==> src/rtl/lu_sweep_seq_pkg.sv <==
// Shared constants for the logic-unit sweep sequencer: FSM state codes and
// the op_sel encoding presented to the combinational logic core.
package lu_sweep_seq_pkg;

    typedef logic [1:0] state_t;
    typedef logic [1:0] op_t;

    localparam state_t IDLE = 2'd0;
    localparam state_t RUN  = 2'd1;
    localparam state_t DONE = 2'd2;

    // op_sel = {sel_grupo, sel_porta}
    localparam op_t OP_NAND = 2'b00;
    localparam op_t OP_AND  = 2'b01;
    localparam op_t OP_NOR  = 2'b10;
    localparam op_t OP_OR   = 2'b11;

endpackage

==> src/rtl/lu_sweep_seq_if.sv <==
// Handshake, operand and result bundle of the sweep sequencer; the consumer
// side uses the master modport, the sequencer the slave modport.
interface lu_sweep_seq_if #(
    parameter int unsigned WIDTH = 4
);

    logic             start;
    logic [WIDTH-1:0] a;
    logic [WIDTH-1:0] b;
    logic             ready;
    logic             busy;
    logic             valid;
    logic             ack;
    logic [WIDTH-1:0] res_nand;
    logic [WIDTH-1:0] res_and;
    logic [WIDTH-1:0] res_nor;
    logic [WIDTH-1:0] res_or;
    logic [1:0]       op_sel;

    modport master (
        output start, a, b, ack,
        input  ready, busy, valid, res_nand, res_and, res_nor, res_or, op_sel
    );

    modport slave (
        input  start, a, b, ack,
        output ready, busy, valid, res_nand, res_and, res_nor, res_or, op_sel
    );

endinterface

==> src/rtl/lu_sweep_seq_core.sv <==
// Combinational logic core: applies the bitwise operation selected by op_sel
// to a and b.
import lu_sweep_seq_pkg::*;

module lu_core #(
    parameter int unsigned WIDTH = 4
) (
    input  logic [WIDTH-1:0] a,
    input  logic [WIDTH-1:0] b,
    input  logic [1:0]       op_sel,
    output logic [WIDTH-1:0] y
);

    always_comb begin
        y = '0;
        case (op_sel)
            OP_NAND: y = ~(a & b);
            OP_AND:  y = a & b;
            OP_NOR:  y = ~(a | b);
            OP_OR:   y = a | b;
            default: y = '0;
        endcase
    end

endmodule

==> src/rtl/lu_sweep_seq.sv <==
// Sweep sequencer: latches a/b on an accepted start, steps the logic core
// through all four operations and holds the captured results until ack.
import lu_sweep_seq_pkg::*;

module lu_sweep_seq #(
    parameter int unsigned WIDTH = 4
) (
    input  logic          clk,
    input  logic          rst_n,
    lu_sweep_seq_if.slave bus
);

    state_t           state;
    logic [1:0]       cnt;
    logic [WIDTH-1:0] a_q;
    logic [WIDTH-1:0] b_q;
    logic [WIDTH-1:0] core_y;
    logic [1:0]       op_sel;
    logic [WIDTH-1:0] res_nand;
    logic [WIDTH-1:0] res_and;
    logic [WIDTH-1:0] res_nor;
    logic [WIDTH-1:0] res_or;

    assign op_sel = (state == RUN) ? cnt : OP_NAND;

    lu_core #(.WIDTH(WIDTH)) u_core (
        .a      (a_q),
        .b      (b_q),
        .op_sel (op_sel),
        .y      (core_y)
    );

    always_ff @(posedge clk or negedge rst_n) begin
        if (!rst_n) begin
            state    <= IDLE;
            cnt      <= '0;
            a_q      <= '0;
            b_q      <= '0;
            res_nand <= '0;
            res_and  <= '0;
            res_nor  <= '0;
            res_or   <= '0;
        end else begin
            case (state)
                IDLE: begin
                    if (bus.start) begin
                        a_q   <= bus.a;
                        b_q   <= bus.b;
                        cnt   <= '0;
                        state <= RUN;
                    end
                end
                RUN: begin
                    // cnt doubles as op_sel, so it also picks the result slot
                    case (cnt)
                        OP_NAND: res_nand <= core_y;
                        OP_AND:  res_and  <= core_y;
                        OP_NOR:  res_nor  <= core_y;
                        default: res_or   <= core_y;
                    endcase
                    cnt <= cnt + 2'd1;
                    if (cnt == 2'd3) begin
                        state <= DONE;
                    end
                end
                DONE: begin
                    if (bus.ack) begin
                        state <= IDLE;
                    end
                end
                default: state <= IDLE;
            endcase
        end
    end

    assign bus.ready    = (state == IDLE);
    assign bus.busy     = (state == RUN);
    assign bus.valid    = (state == DONE);
    assign bus.op_sel   = op_sel;
    assign bus.res_nand = res_nand;
    assign bus.res_and  = res_and;
    assign bus.res_nor  = res_nor;
    assign bus.res_or   = res_or;

endmodule

==> src/flat_wrapper.sv <==
// flat-port wrapper written by rule: the top's interface ports become plain ports
module lu_sweep_seq_flat 
#(
    parameter int unsigned WIDTH = 4
)
  (clk, rst_n, bus_start, bus_a, bus_b, bus_ack, bus_ready, bus_busy, bus_valid, bus_res_nand, bus_res_and, bus_res_nor, bus_res_or, bus_op_sel);
  lu_sweep_seq_if #(.WIDTH(WIDTH)) bus_i ();
  input  logic clk;
  input  logic rst_n;
  input wire logic [$bits(bus_i.start)-1:0] bus_start;
  input wire logic [$bits(bus_i.a)-1:0] bus_a;
  input wire logic [$bits(bus_i.b)-1:0] bus_b;
  input wire logic [$bits(bus_i.ack)-1:0] bus_ack;
  output wire logic [$bits(bus_i.ready)-1:0] bus_ready;
  output wire logic [$bits(bus_i.busy)-1:0] bus_busy;
  output wire logic [$bits(bus_i.valid)-1:0] bus_valid;
  output wire logic [$bits(bus_i.res_nand)-1:0] bus_res_nand;
  output wire logic [$bits(bus_i.res_and)-1:0] bus_res_and;
  output wire logic [$bits(bus_i.res_nor)-1:0] bus_res_nor;
  output wire logic [$bits(bus_i.res_or)-1:0] bus_res_or;
  output wire logic [$bits(bus_i.op_sel)-1:0] bus_op_sel;
  assign bus_i.start = bus_start;
  assign bus_i.a = bus_a;
  assign bus_i.b = bus_b;
  assign bus_i.ack = bus_ack;
  assign bus_ready = bus_i.ready;
  assign bus_busy = bus_i.busy;
  assign bus_valid = bus_i.valid;
  assign bus_res_nand = bus_i.res_nand;
  assign bus_res_and = bus_i.res_and;
  assign bus_res_nor = bus_i.res_nor;
  assign bus_res_or = bus_i.res_or;
  assign bus_op_sel = bus_i.op_sel;
  lu_sweep_seq #(.WIDTH(WIDTH)) u_core (.clk(clk), .rst_n(rst_n), .bus(bus_i));
endmodule
==> config.mk <==
export PLATFORM = sky130hd
export DESIGN_NAME = lu_sweep_seq_flat
export DESIGN_NICKNAME = d
export VERILOG_FILES = /design/src/rtl/lu_sweep_seq_pkg.sv /design/src/rtl/lu_sweep_seq_if.sv /design/src/rtl/lu_sweep_seq_core.sv /design/src/rtl/lu_sweep_seq.sv /design/src/flat_wrapper.sv
export SDC_FILE = /design/constraint.sdc
export NUM_CORES = 1
export LEC_CHECK = 0
export CORE_ASPECT_RATIO = 1.4
export CORE_MARGIN = 2
export CORE_UTILIZATION = 43
export DETAILED_ROUTE_END_ITERATION = 8
export PLACE_DENSITY = 0.78
export SYNTH_ARGS = -nofsm -noshare
export SYNTH_HDL_FRONTEND = slang
export SYNTH_SLANG_ARGS = --single-unit
==> constraint.sdc <==
create_clock -name clk -period 1.4 [get_ports clk]
set_input_delay 0.28 -clock clk [delete_from_list [all_inputs] [get_ports clk]]
set_output_delay 0.28 -clock clk [all_outputs]
set_load 0.02 [all_outputs]
# Yosys cells after proc, flatten, opt, wreduce, memory -nomap -nowiden
# Index checks and enable logic that the tools add are counted.
# word_totals
register_bits	28
latch_bits	0
ram_bits	0
rom_bits	0
input_bits	12
out_inout_bits	21
word_cells	45
n_memories	0
# classes
n_addsub	1
multipliers	0
div_mod_pow	0
order_cmp	0
n_eq_ne	11
n_shift	0
mux	8
bitwise_logic	5
reduce_logical	12
# ops
cell	count
4-bit one-hot mux with 4 select lines	1
2-bit AND reduction	6
2-bit equality test, second input constant	5
2-bit 2-to-1 mux	5
4-bit inverter	2
2-bit by 1-bit equality test with 1-bit output, second input constant	3
2-bit logical NOT	3
2-bit one-hot mux with 3 select lines	1
4-bit AND	1
2-bit != test, second input constant	2
4-bit bitwise OR	1
2-bit one-hot mux with 2 select lines	1
3-bit AND reduction	1
3-bit OR reduction	1
2-bit by 1-bit adder with 2-bit output, second input constant	1
2-bit by 1-bit != test with 1-bit output, second input constant	1
2-bit nonzero test	1
1-bit inverter	1

# Longest topological paths before layout
# logic_depth
word_depth	4
ltp_mapped	6
mapped_depth_nobuf	5

# Cells and area by module
# A second synthesis with hierarchy kept.
# hier_totals
cells_unflattened	87
hier_area_um2	1265.0
# by_module_without_submodules
module	instances	cells_per_inst	area_each_um2	seq_area_each_um2
lu_sweep_seq	1	78	1181.1	700.7
lu_core	1	9	83.8	0.0

# Least setup slack after synthesis
# OpenSTA, ideal clock, no wires.
# synth_timing
path_type	register to register
startpoint	register u_core.cnt[0]
endpoint	register u_core.res_nor[0], in the netlist u_core.bus.res_nor[0]
setup_time_ns	0.096
t_arrival_ns	1.235
required_time_ns	1.304
setup_slack_ns	0.069
path_stages_with_launch	6
path_buffers	1
period_less_slack_ns	1.331
path_cell_list	dfrtp_1 > buf_2 > inv_1 > ha_1 > nand3b_1 > o31ai_1
# synth_between
elab_chain_cells	3
elab_cells_between_ends	8
classes_between	eq/ne (4); mux (2); reduce/logical (2)
# synth_rtl
element	line_no	source
from (decl)	lu_sweep_seq.sv:14	logic [1:0] cnt;
from (signal assigned)	lu_sweep_seq.sv:61	cnt <= cnt + 2'd1;
2-bit 2-to-1 mux	lu_sweep_seq.sv:24	assign op_sel = (state == RUN) ? cnt : OP_NAND;
2-bit equality test, or another cell as far along	lu_sweep_seq_core.sv:16	case (op_sel)
4-bit one-hot mux with 4 select lines	lu_sweep_seq_core.sv:16	
to (signal assigned)	lu_sweep_seq.sv:58	OP_NOR: res_nor <= core_y;
to (decl)	lu_sweep_seq.sv:21	logic [WIDTH-1:0] res_nor;
# Several ways; a longest one is shown, not always the timed one.
# A chain may end at the register's enable or synchronous reset.

# Final worst setup path
# layout_timing
startpoint	register u_core.state[0]
endpoint	register u_core.a_q[3]
# layout_between
elab_chain_cells	2
# layout_rtl
element	line_no	source
from (decl)	lu_sweep_seq.sv:13	state_t state;
from (signal assigned)	lu_sweep_seq.sv:35	state <= IDLE;
from (signal assigned)	lu_sweep_seq.sv:50	state <= RUN;
from (signal assigned)	lu_sweep_seq.sv:63	state <= DONE;
2-bit logical NOT	lu_sweep_seq.sv:44	case (state)
2-bit AND reduction (no line)	--	
to (signal assigned)	lu_sweep_seq.sv:47	a_q <= bus.a;
to (decl)	lu_sweep_seq.sv:15	logic [WIDTH-1:0] a_q;
# Every way passes these cells.

==> metrics.md <==
| Metric | Value |
|---|---|
| Hold WS | 0.369 ns |
| Final ANT Viol Nets | 0 |
| Total Wirelength | around 3200 um |
| Multi-input logic area | approximately 740 um2 |
| Leakage | ~0.96 nW |
| Top delay family on crit path | flip-flops |
| Setup Crit Path Kind | flop to flop |
| Peak supply drop | 1.51 mV |
| Clk sinks | 28 |
| Drt via density | around 5.3 |
| Minimum clock period | roughly 1.4 ns |
| CTS buffer count | 3 |
| Final Cycle Share | 102% |
| Failing checks | setup timing |
| Area added between synthesis and finish | 51.5% |
| Critical path, cell by cell | buf_6, nor3b_4, buf_6, mux2_4 |
| Worst Hold Class | input port to asynchronous set/reset pin |
| Clk root buf | clkbuf_8 |
| Clk buf depth | 2 |
| Most common cell on crit path | buf_6 |
| Final setup violation count | 10 |
| Max_slew headroom | approximately 76% |
| CTS Hold Bufs | 0 |
| Core footprint | ~0.003 mm2 |
| Die outline height | 70.2 um |
| Maximum fanout along the worst path | 5 |
| GPL Wtd Cong | 0.806 |
| Power per cell area | roughly 2700 mW/mm2 |
| Storage cell area | around 700 um2 |
| Largest net degree at the start of global routing | 29 |
| Ys async rst share | 100% |
| Sequential fraction of the synthesis area | about 52% |
| Gr usage total | around a fifth |
| Seq cells post-synth | 28 |
| Fin. max-slew vios | 0 |
| Buf/Inv on CP | 2 |
| Initial core utilization | a little over two fifths |
| WL/cell | 15.3 um |
| Crit path DAT | ~1.6 ns |
| Synth top cells by count | 28 x dfrtp_1, 22 x nand2_1, 17 x o31ai_1, 8 x mux2_2, 7 x nor2_1 |
| Number of flops mapped to enable cells by yosys | 0 |
| Setup Skew | 0.00210 ns |
| Global-route wire length before repair | slightly above 5000 um |
| Area leader, netlist | dfrtp_1 |
| Synth Net Count | 133 |
| Drt pass-1 iters | 3 |
| Post-synth top area share | 52.1% |
| Dpl cells | 201 |
| Core Rows | 24 |
| Worst skew pair latency | 0.27 ns |
| Buffers on Ports | 32 |
| Number of global-route vias before repair | approximately 1200 |
| Synth area leaders | dfrtp_1 52%, o31ai_1 9.5%, mux2_2 6.7%, nand2_1 6.1%, o221a_4 6.0% |
| Crit end category | flop |
| Layout Nets | between 150 and 200 |
| Fill cells | 246 |
| Crit path required time | ~1.6 ns |
| CTS H-tree lvls | 1 |
| Reg clk slew, reported paths | roughly 0.09 ns |
| RSZ-0062 raised after global routing | true |
| Die ar. | 0.00360 mm2 |
| Placed cell area | around 0.0018 mm2 |
| Routed via count | roughly 1100 |
| Inserted Diodes | 0 |
| Cell area after layout | around 0.002 mm2 |
| Gr ovfl total | 0 |
| CP Launch Type | flop |
| Fin. Hold Viols | 0 |
| Syn Inst Count | around 120 |
| Synth cell types | 21 |
| Fmax | around 700 MHz |
| Slowest CP cell | dfrtp_1 |
| Layout cells sized above 1 | approximately 37% |
| CTS tree | yes |
| Worst slew pin tran | around 0.36 ns |
| Starting DRT DRC Count | 15 |
| Worst path max stage delay | ~0.43 ns |
| Smallest setup slack after layout | -0.0316 ns |
| DRC viols | 0 |
| Max cap viols | 0 |
| Main synth FF type | dfrtp_1 |
| Dpl hpwl | ~2100 um |
| Final Non-Filler Cells | 211 |
| Mapped cell area | approximately 0.0013 mm2 |
| # IOs | 33 |
| Avg Cell Area, Syn | 11.5 um2 |
| Die Wd | about 51 um |
| Outcome | complete, but fails checks |
| Synthesis Warnings | 0 |
| Most common cell in the netlist | dfrtp_1 |
| Initial antenna violation count | 0 |
[layout by cell type (no fill, tap or decap)]
cell type / netlist / routed
a211oi_1: 4 / 4
buf_4: 2 / 25
buf_6: 1 / 4
clkbuf_8: 0 / 4
clkdlybuf4s50_1: 0 / 11
dfrtp_1: 28 / 28
dlygate4sd2_1: 0 / 16
ha_1: 4 / 4
inv_1: 2 / 2
inv_2: 1 / 1
mux2_4: 0 / 8
nand2_1: 22 / 22
nand2b_1: 2 / 1
nand2b_2: 0 / 1
nand3b_1: 4 / 4
nor2_1: 7 / 6
nor2_2: 0 / 1
nor2b_1: 1 / 1
nor3b_4: 0 / 1
o21ai_0: 1 / 1
o21bai_1: 1 / 1
o221a_4: 4 / 4
o31ai_1: 17 / 3
o31ai_2: 0 / 11
o31ai_4: 0 / 3
or3_1: 1 / 1
xnor2_1: 4 / 4
[state kept, by name, summed over array words and instances, names as in the netlist]
signal and count:
u_core.a_q 4, u_core.b_q 4, u_core.bus.res_and 4, u_core.bus.res_nand 4
u_core.bus.res_nor 4, u_core.bus.res_or 4, u_core.cnt 2, u_core.state 2
[worst register-to-register path, stage by stage, from the launching register on]
cell and delay [ns]:
dfrtp_1 0.43, buf_6 0.14, nor3b_4 0.27, buf_6 0.18, mux2_4 0.30
[report_power, final]
group / total (mW) / switching (mW) / internal [mW] / leakage [nW]
Sequential: 1.50 / 0.292 / 1.21 / 0.342
Combinational: 3.47 / 1.82 / 1.64 / 0.585
Clock: 0.496 / 0.244 / 0.252 / 0.0288
[final cells by class]
type | instances | area share (%)
clock buffers | 4 | 2.70
inverters | 3 | 0.552
multi-input cells | 81 | 36.3
flip-flops and latches | 28 | 34.4
well taps | 39 | 2.39
repair buffers | 56 | 23.7
[cell families after synthesis]
kind of cell / after synthesis / synth area share, %
mux: 8 / 6.70
flops: 28 / 52.1
simple gates: 38 / 12.7
xor+xnor: 4 / 2.60
buf+inv: 8 / 3.53
compound gates: 27 / 18.6
fa+ha+maj: 4 / 3.72
[what timing repair did]
action,in CTS,in global routing
setup endpoints to repair,33,30
endpoints found under the hold margin,0,0
gates cloned,1,0
setup buffers,2,3
pin swaps,2,9
resized for setup,51,25
[through the flow]
stage	util [%]	setup TNS (ns)	setup WS, ns	total power [mW]
detailed placement	59.2	-2.48	-0.198	4.48
finish	66.5	-0.191	-0.0316	5.47
global route	66.5	-1.20	-0.0716	5.83
global placement	59.2	-2.28	-0.184	4.34
floorplan	-	0	0.0691	3.26
CTS	62.1	-0.107	-0.0462	5.00
[path summary, 6_finish.rpt]
path                                           start               endpoint  slack, ns  depth (start not counted)
worst max-delay path                 u_core.state[0]          u_core.a_q[3]      -0.03                          4
worst min-delay path                           rst_n          u_core.cnt[0]       0.37                          2
worst max register to register       u_core.state[0]          u_core.a_q[3]      -0.03                          4
worst min register to register  u_core.bus.res_or[3]   u_core.bus.res_or[3]       0.48                          2
max in group asynchronous                      rst_n  u_core.bus.res_and[1]       0.77                          2
min in group clk                u_core.bus.res_or[3]   u_core.bus.res_or[3]       0.48                          2
[metal layers]
metal  part of all wire, %  wire length, um  up-vias  global-route usage [%]
li1                      -                -      533                       -
met1                    40             1280      563                    21.3
met2                    56             1800       21                    35.5
met3                   2.5               79        5                    1.28
met4                   1.7               55        0                    7.89
met5                     0                0        -                       0
No activity file was read; power rests on OpenSTA's default activity.
